File: src/rtl/nand_seq_unit.sv
// Bit-serial logic unit: every result bit is built from repeated evaluations of one
// shared 1-bit NAND cell, with two round-robin arbitrated requesters.

module nand_cell (
    input  logic a_i,
    input  logic b_i,
    output logic y_o
);
    assign y_o = ~(a_i & b_i);
endmodule

module nand_seq_unit #(
    parameter int unsigned WIDTH = 16
) (
    input  logic             clk_i,
    input  logic             reset_i,
    input  logic             req0_valid_i,
    output logic             req0_ready_o,
    input  logic [2:0]       req0_op_i,
    input  logic [WIDTH-1:0] req0_a_i,
    input  logic [WIDTH-1:0] req0_b_i,
    input  logic             req1_valid_i,
    output logic             req1_ready_o,
    input  logic [2:0]       req1_op_i,
    input  logic [WIDTH-1:0] req1_a_i,
    input  logic [WIDTH-1:0] req1_b_i,
    output logic             rsp_valid_o,
    input  logic             rsp_ready_i,
    output logic             rsp_id_o,
    output logic [WIDTH-1:0] rsp_data_o,
    output logic             rsp_err_o,
    output logic             busy_o
);
    localparam int unsigned IDX_W = (WIDTH > 1) ? $clog2(WIDTH) : 1;

    localparam logic [2:0] OP_NAND = 3'd0;
    localparam logic [2:0] OP_NOT  = 3'd1;
    localparam logic [2:0] OP_AND  = 3'd2;
    localparam logic [2:0] OP_OR   = 3'd3;
    localparam logic [2:0] OP_XOR  = 3'd4;

    typedef enum logic [1:0] {S_IDLE, S_EVAL, S_DONE} state_t;

    state_t             state_q;
    logic               last_q;
    logic [2:0]         op_q;
    logic [WIDTH-1:0]   a_q, b_q, data_q;
    logic [IDX_W-1:0]   idx_q;
    logic [1:0]         step_q;
    logic               t_q, t0_q, t1_q;
    logic               rsp_valid_q, rsp_id_q, rsp_err_q, busy_q;

    logic               gnt_c, accept_c, last_step_c, idx_last_c;
    logic [1:0]         step_max_c;
    logic               x_c, y_c, nand_y_c, abit_c, bbit_c;
    logic [2:0]         sel_op_c;
    logic [WIDTH-1:0]   sel_a_c, sel_b_c;

    // Round-robin grant: on a tie the requester not granted last wins.
    always_comb begin
        gnt_c    = req1_valid_i && (!req0_valid_i || !last_q);
        sel_op_c = gnt_c ? req1_op_i : req0_op_i;
        sel_a_c  = gnt_c ? req1_a_i  : req0_a_i;
        sel_b_c  = gnt_c ? req1_b_i  : req0_b_i;
    end

    assign req0_ready_o = (state_q == S_IDLE) && req0_valid_i && !gnt_c;
    assign req1_ready_o = (state_q == S_IDLE) && req1_valid_i && gnt_c;
    assign accept_c     = req0_ready_o || req1_ready_o;

    // Operand routing into the shared NAND for the current op and step.
    always_comb begin
        abit_c     = a_q[idx_q];
        bbit_c     = b_q[idx_q];
        x_c        = abit_c;
        y_c        = bbit_c;
        step_max_c = 2'd0;
        case (op_q)
            OP_NOT: y_c = abit_c;
            OP_AND: begin
                step_max_c = 2'd1;
                if (step_q == 2'd1) begin
                    x_c = t_q;
                    y_c = t_q;
                end
            end
            OP_OR: begin
                step_max_c = 2'd2;
                case (step_q)
                    2'd0:    begin x_c = abit_c; y_c = abit_c; end
                    2'd1:    begin x_c = bbit_c; y_c = bbit_c; end
                    default: begin x_c = t0_q;   y_c = t1_q;   end
                endcase
            end
            OP_XOR: begin
                step_max_c = 2'd3;
                case (step_q)
                    2'd0:    begin x_c = abit_c; y_c = bbit_c; end
                    2'd1:    begin x_c = abit_c; y_c = t_q;    end
                    2'd2:    begin x_c = bbit_c; y_c = t_q;    end
                    default: begin x_c = t0_q;   y_c = t1_q;   end
                endcase
            end
            default: ;
        endcase
        last_step_c = (step_q == step_max_c);
        idx_last_c  = (idx_q == IDX_W'(WIDTH - 1));
    end

    nand_cell u_nand (
        .a_i (x_c),
        .b_i (y_c),
        .y_o (nand_y_c)
    );

    always_ff @(posedge clk_i) begin
        if (reset_i) begin
            state_q     <= S_IDLE;
            last_q      <= 1'b1;
            op_q        <= 3'd0;
            a_q         <= '0;
            b_q         <= '0;
            data_q      <= '0;
            idx_q       <= '0;
            step_q      <= 2'd0;
            t_q         <= 1'b0;
            t0_q        <= 1'b0;
            t1_q        <= 1'b0;
            rsp_valid_q <= 1'b0;
            rsp_id_q    <= 1'b0;
            rsp_err_q   <= 1'b0;
            busy_q      <= 1'b0;
        end else begin
            case (state_q)
                S_IDLE: begin
                    if (accept_c) begin
                        op_q     <= sel_op_c;
                        a_q      <= sel_a_c;
                        b_q      <= sel_b_c;
                        rsp_id_q <= gnt_c;
                        last_q   <= gnt_c;
                        idx_q    <= '0;
                        step_q   <= 2'd0;
                        data_q   <= '0;
                        busy_q   <= 1'b1;
                        if (sel_op_c > OP_XOR) begin
                            rsp_err_q   <= 1'b1;
                            rsp_valid_q <= 1'b1;
                            state_q     <= S_DONE;
                        end else begin
                            rsp_err_q <= 1'b0;
                            state_q   <= S_EVAL;
                        end
                    end
                end
                S_EVAL: begin
                    if (last_step_c) begin
                        data_q[idx_q] <= nand_y_c;
                        step_q        <= 2'd0;
                        if (idx_last_c) begin
                            rsp_valid_q <= 1'b1;
                            state_q     <= S_DONE;
                        end else begin
                            idx_q <= idx_q + IDX_W'(1);
                        end
                    end else begin
                        step_q <= step_q + 2'd1;
                        // Intermediate steps park their result in a temporary.
                        case (op_q)
                            OP_AND: t_q <= nand_y_c;
                            OP_OR: begin
                                if (step_q == 2'd0) t0_q <= nand_y_c;
                                else                t1_q <= nand_y_c;
                            end
                            OP_XOR: begin
                                case (step_q)
                                    2'd0:    t_q  <= nand_y_c;
                                    2'd1:    t0_q <= nand_y_c;
                                    default: t1_q <= nand_y_c;
                                endcase
                            end
                            default: ;
                        endcase
                    end
                end
                S_DONE: begin
                    if (rsp_ready_i) begin
                        rsp_valid_q <= 1'b0;
                        busy_q      <= 1'b0;
                        state_q     <= S_IDLE;
                    end
                end
                default: state_q <= S_IDLE;
            endcase
        end
    end

    assign rsp_valid_o = rsp_valid_q;
    assign rsp_id_o    = rsp_id_q;
    assign rsp_err_o   = rsp_err_q;
    assign rsp_data_o  = data_q;
    assign busy_o      = busy_q;

endmodule
File: config.mk
export PLATFORM = sky130hd
export DESIGN_NAME = nand_seq_unit
export DESIGN_NICKNAME = d
export VERILOG_FILES = /design/src/rtl/nand_seq_unit.sv
export SDC_FILE = /design/constraint.sdc
export NUM_CORES = 1
export LEC_CHECK = 0
export CAP_MARGIN = 20
export CORE_UTILIZATION = 55
export CTS_BUF_LIST = sky130_fd_sc_hd__clkbuf_4
export CTS_CLUSTER_DIAMETER = 80
export DETAILED_ROUTE_END_ITERATION = 10
export GPL_TIMING_DRIVEN = 0
export HOLD_SLACK_MARGIN = 0.03
export PLACE_DENSITY = 0.89
export RECOVER_POWER = 50
export SYNTH_ARGS = -nofsm -noshare
export SYNTH_HDL_FRONTEND = slang
export SYNTH_HIERARCHICAL = 1
export SYNTH_SLANG_ARGS = --single-unit
export TNS_END_PERCENT = 1
File: constraint.sdc
create_clock -name clk_i -period 5.3 [get_ports clk_i]
set_input_delay 1.06 -clock clk_i [delete_from_list [all_inputs] [get_ports clk_i]]
set_output_delay 1.06 -clock clk_i [all_outputs]
set_load 0.01 [all_outputs]
==> metrics.yaml <==
finish:
  fillers: 499
  layout_common_cells: "clkdlybuf4s50_1, mux2i_1, dfxtp_1"
  mostFrequentLayoutCell: "clkdlybuf4s50_1"
  syn_to_final_growth_pct: 31.7
  instances_no_fill: 626
  post-route-util_pct: 76.3
  nNetsFinal: 627
  regArea_mm2: 0.00134
  n_antenna_cell: 0
  multi_input_area_mm2: 0.00223
  drive_above_1_share_pct: 6.01
cts:
  postCtsSetupBuffers: 0
  cts_tree: "done"
  holdBufCountCts: 0
  insertion_delay_ns: 0.42
  htreeDepth: 3
  numCtsBuffers: 9
  post_cts_resized: 0
  cts_root_buf: "clkbuf_4"
  cts_buffer_depth: 2
  clk_pin_slew_ns: 0.11
  cts.sinks: 67
critical_path:
  cp_max_fo: 10
  cp.required_ns: 4.24
  worstSetupPathType: "input pin to primary output"
  critPathLaunchType: "input pin"
  arrival_ns: 3.57
  cp-end-kind: "primary output"
detailed_routing:
  wl_um: 10100
  drtIter0Drc: 274
  vias: 3750
  drc_errors: 1
  wl_per_cell_um: 16.1
  first_pass_iters: 10
  viasPerCell: 5.99
  ant_nets: 0
sta:
  setup_viol: 0
  fin_skew_ns: 0.0178
  hold_viol: 0
  worst_slew_pin_slew_ns: 0.736
  rsz0062_at_grt: "false"
  clock.fmax_ghz: 0.216
  min_period_ns: 4.63
  fin_ws_ns: 0.668
  tns_ns: 0
  final.period_utilization_pct: 87.4
  drv_slew: 0
  relSlewSlack_pct: 50.9
yosys:
  yosys.area.top_type_share_pct: 35.6
  syn_nets: 520
  synth-seq-cells: 67
  ys_seq_area_share_pct: 35.6
  syn_area_mm2: 0.00376
  synth.distinct_cells: 47
  syn_avg_cell_area_um2: 8.61
  synth_warnings: 6
  synth_largest_area_cell: "dfxtp_1"
  async_flop_share_pct: 0
  synth_area_leaders: "dfxtp_1, mux2i_1, a211oi_1, nor2_1, a21oi_1"
  synth_edf_count: 0
  ys.flop_type: "dfxtp_1"
  synth_cells: 437
floorplanning:
  die_y_um: 84.7
  ios: 97
  core_area_mm2: 0.00649
  initial_core_util_pct: 57.9
  die-area_mm2: 0.00718
  rows: 29
  die_w_um: 84.7
placed_design:
  pre_cts_ws_ns: 0.751
  post-place-cells: 610
  hpwl_um: 7810
  port_buffers: 96
  gp_congestion: 0.941
status:
  status: "finished with violations"
  violations: "DRC"
global_routing:
  antenna_found_initial: 0
  grt.busiest_layer: "met2"
  grt_util_met1_pct: 38.3
  grt_max_degree: 13
  grt_pass1_wl_um: 17000
  grtUsageMet2_pct: 50.5
  grt_pass1_vias: 3684
  overflow: 0
  met3_usage_pct: 6.78
  grt_use_total_pct: 29.9
power_and_ir_drop:
  combPwrFrac_pct: 28.4
  p_per_area_mw_per_mm2: 259
  leakage_nw: 1.87
  p_int_mw: 0.862
  seqPwrFrac_pct: 45.1
  clkPwrFrac_pct: 26.5
  swShare_pct: 32.8
  p_sw_mw: 0.421
  irDropWorstVdd_mv: 0.226
min_path:
  holdCritPathClass: "flop to flop"
job:
  cap_violations: 0
## path summary, 6_finish.rpt
check / start / slack (ns) / endpoint / cells after the start
hold reg to reg: rsp_data_o[11]$_SDFFE_PP0P_ / 0.46 / rsp_data_o[11]$_SDFFE_PP0P_ / 2
setup reg to reg: idx_q[2]$_SDFFE_PP0P_ / 1.87 / rsp_data_o[6]$_SDFFE_PP0P_ / 10
setup / recovery: req0_valid_i / 0.67 / req1_ready_o / 6
hold / removal: rsp_data_o[11]$_SDFFE_PP0P_ / 0.46 / rsp_data_o[11]$_SDFFE_PP0P_ / 2
## metrics by stage
step                      hold slack [ns]  cell area [um2]  power (mW)
after global routing                0.480             4960        1.35
after detailed placement            0.452             4820       0.949
after global placement              0.445             4820       0.937
after floorplan                     0.454             3760       0.812
after CTS                           0.472             4960        1.29
final                               0.461             4960        1.28
## synth_stat cells, types with 2 or more instances
cell	count
dfxtp_1	67
mux2i_1	67
nor2_1	54
a211oi_1	37
nand2_1	30
a21oi_1	26
nand3_1	18
clkbuf_1	16
buf_2	12
o21ai_0	10
ha_1	8
inv_1	8
a22oi_1	6
a31oi_1	6
nand2b_1	6
nor2b_1	6
and3_1	5
nor3_1	5
nand4_1	4
o211ai_1	4
and2_1	3
buf_1	3
nand3b_1	3
or3_1	3
a21o_1	2
a32oi_1	2
buf_4	2
mux4_2	2
nor3b_1	2
nor4_1	2
o31ai_1	2
## kinds of logic (layout without fill, tap and decap cells)
family          Yosys count  count (layout)  share of synthesized area [%]
compound gates          105             105                           18.8
fa+ha+maj                 8               8                           2.66
mux                      71              71                           20.1
simple gates            144             144                           17.9
flops                    67              67                           35.6
buf+inv                  42             154                           4.99
## flip-flops by register name, summed over array words and instances, names as in the netlist, 2 cells and up
register,cells
b_q,16
a_q,16
idx_q,4
op_q,3
step_q,2
state_q,2
rsp_data_o,16
## final cells by class
| class | instances | share of cell area [%] |
|---|---|---|
| multi-input cells | 328 | 45.1 |
| repair buffers | 96 | 19.4 |
| flip-flops and latches | 67 | 27.1 |
| well taps | 77 | 1.94 |
| clock inverters | 6 | 1.34 |
| plain buffers | 34 | 3.10 |
| clock buffers | 10 | 1.51 |
| inverters | 8 | 0.606 |
## critical path, cell delays in order
cell and delay (ns):
dlygate4sd3_1 0.59, a21boi_0 0.42, buf_2 0.41, buf_2 0.35, and2_1 0.20, clkdlybuf4s50_1 0.54
## power groups by stage
stage               Clock [mW]  Combinational (mW)  Sequential, mW
finish                   0.340               0.365           0.578
CTS                      0.345               0.363           0.578
detailed placement           0               0.360           0.589
floorplan                    0               0.229           0.582
global placement             0               0.350           0.586
global route             0.364               0.403           0.584
## metal layers
metal | wire (um) | vias up
met5 | 0 | -
met4 | 196 | 0
met3 | 634 | 20
met2 | 5000 | 145
met1 | 4270 | 1771
li1 | - | 1814
Note: power is estimated with default switching activity, not from simulation.
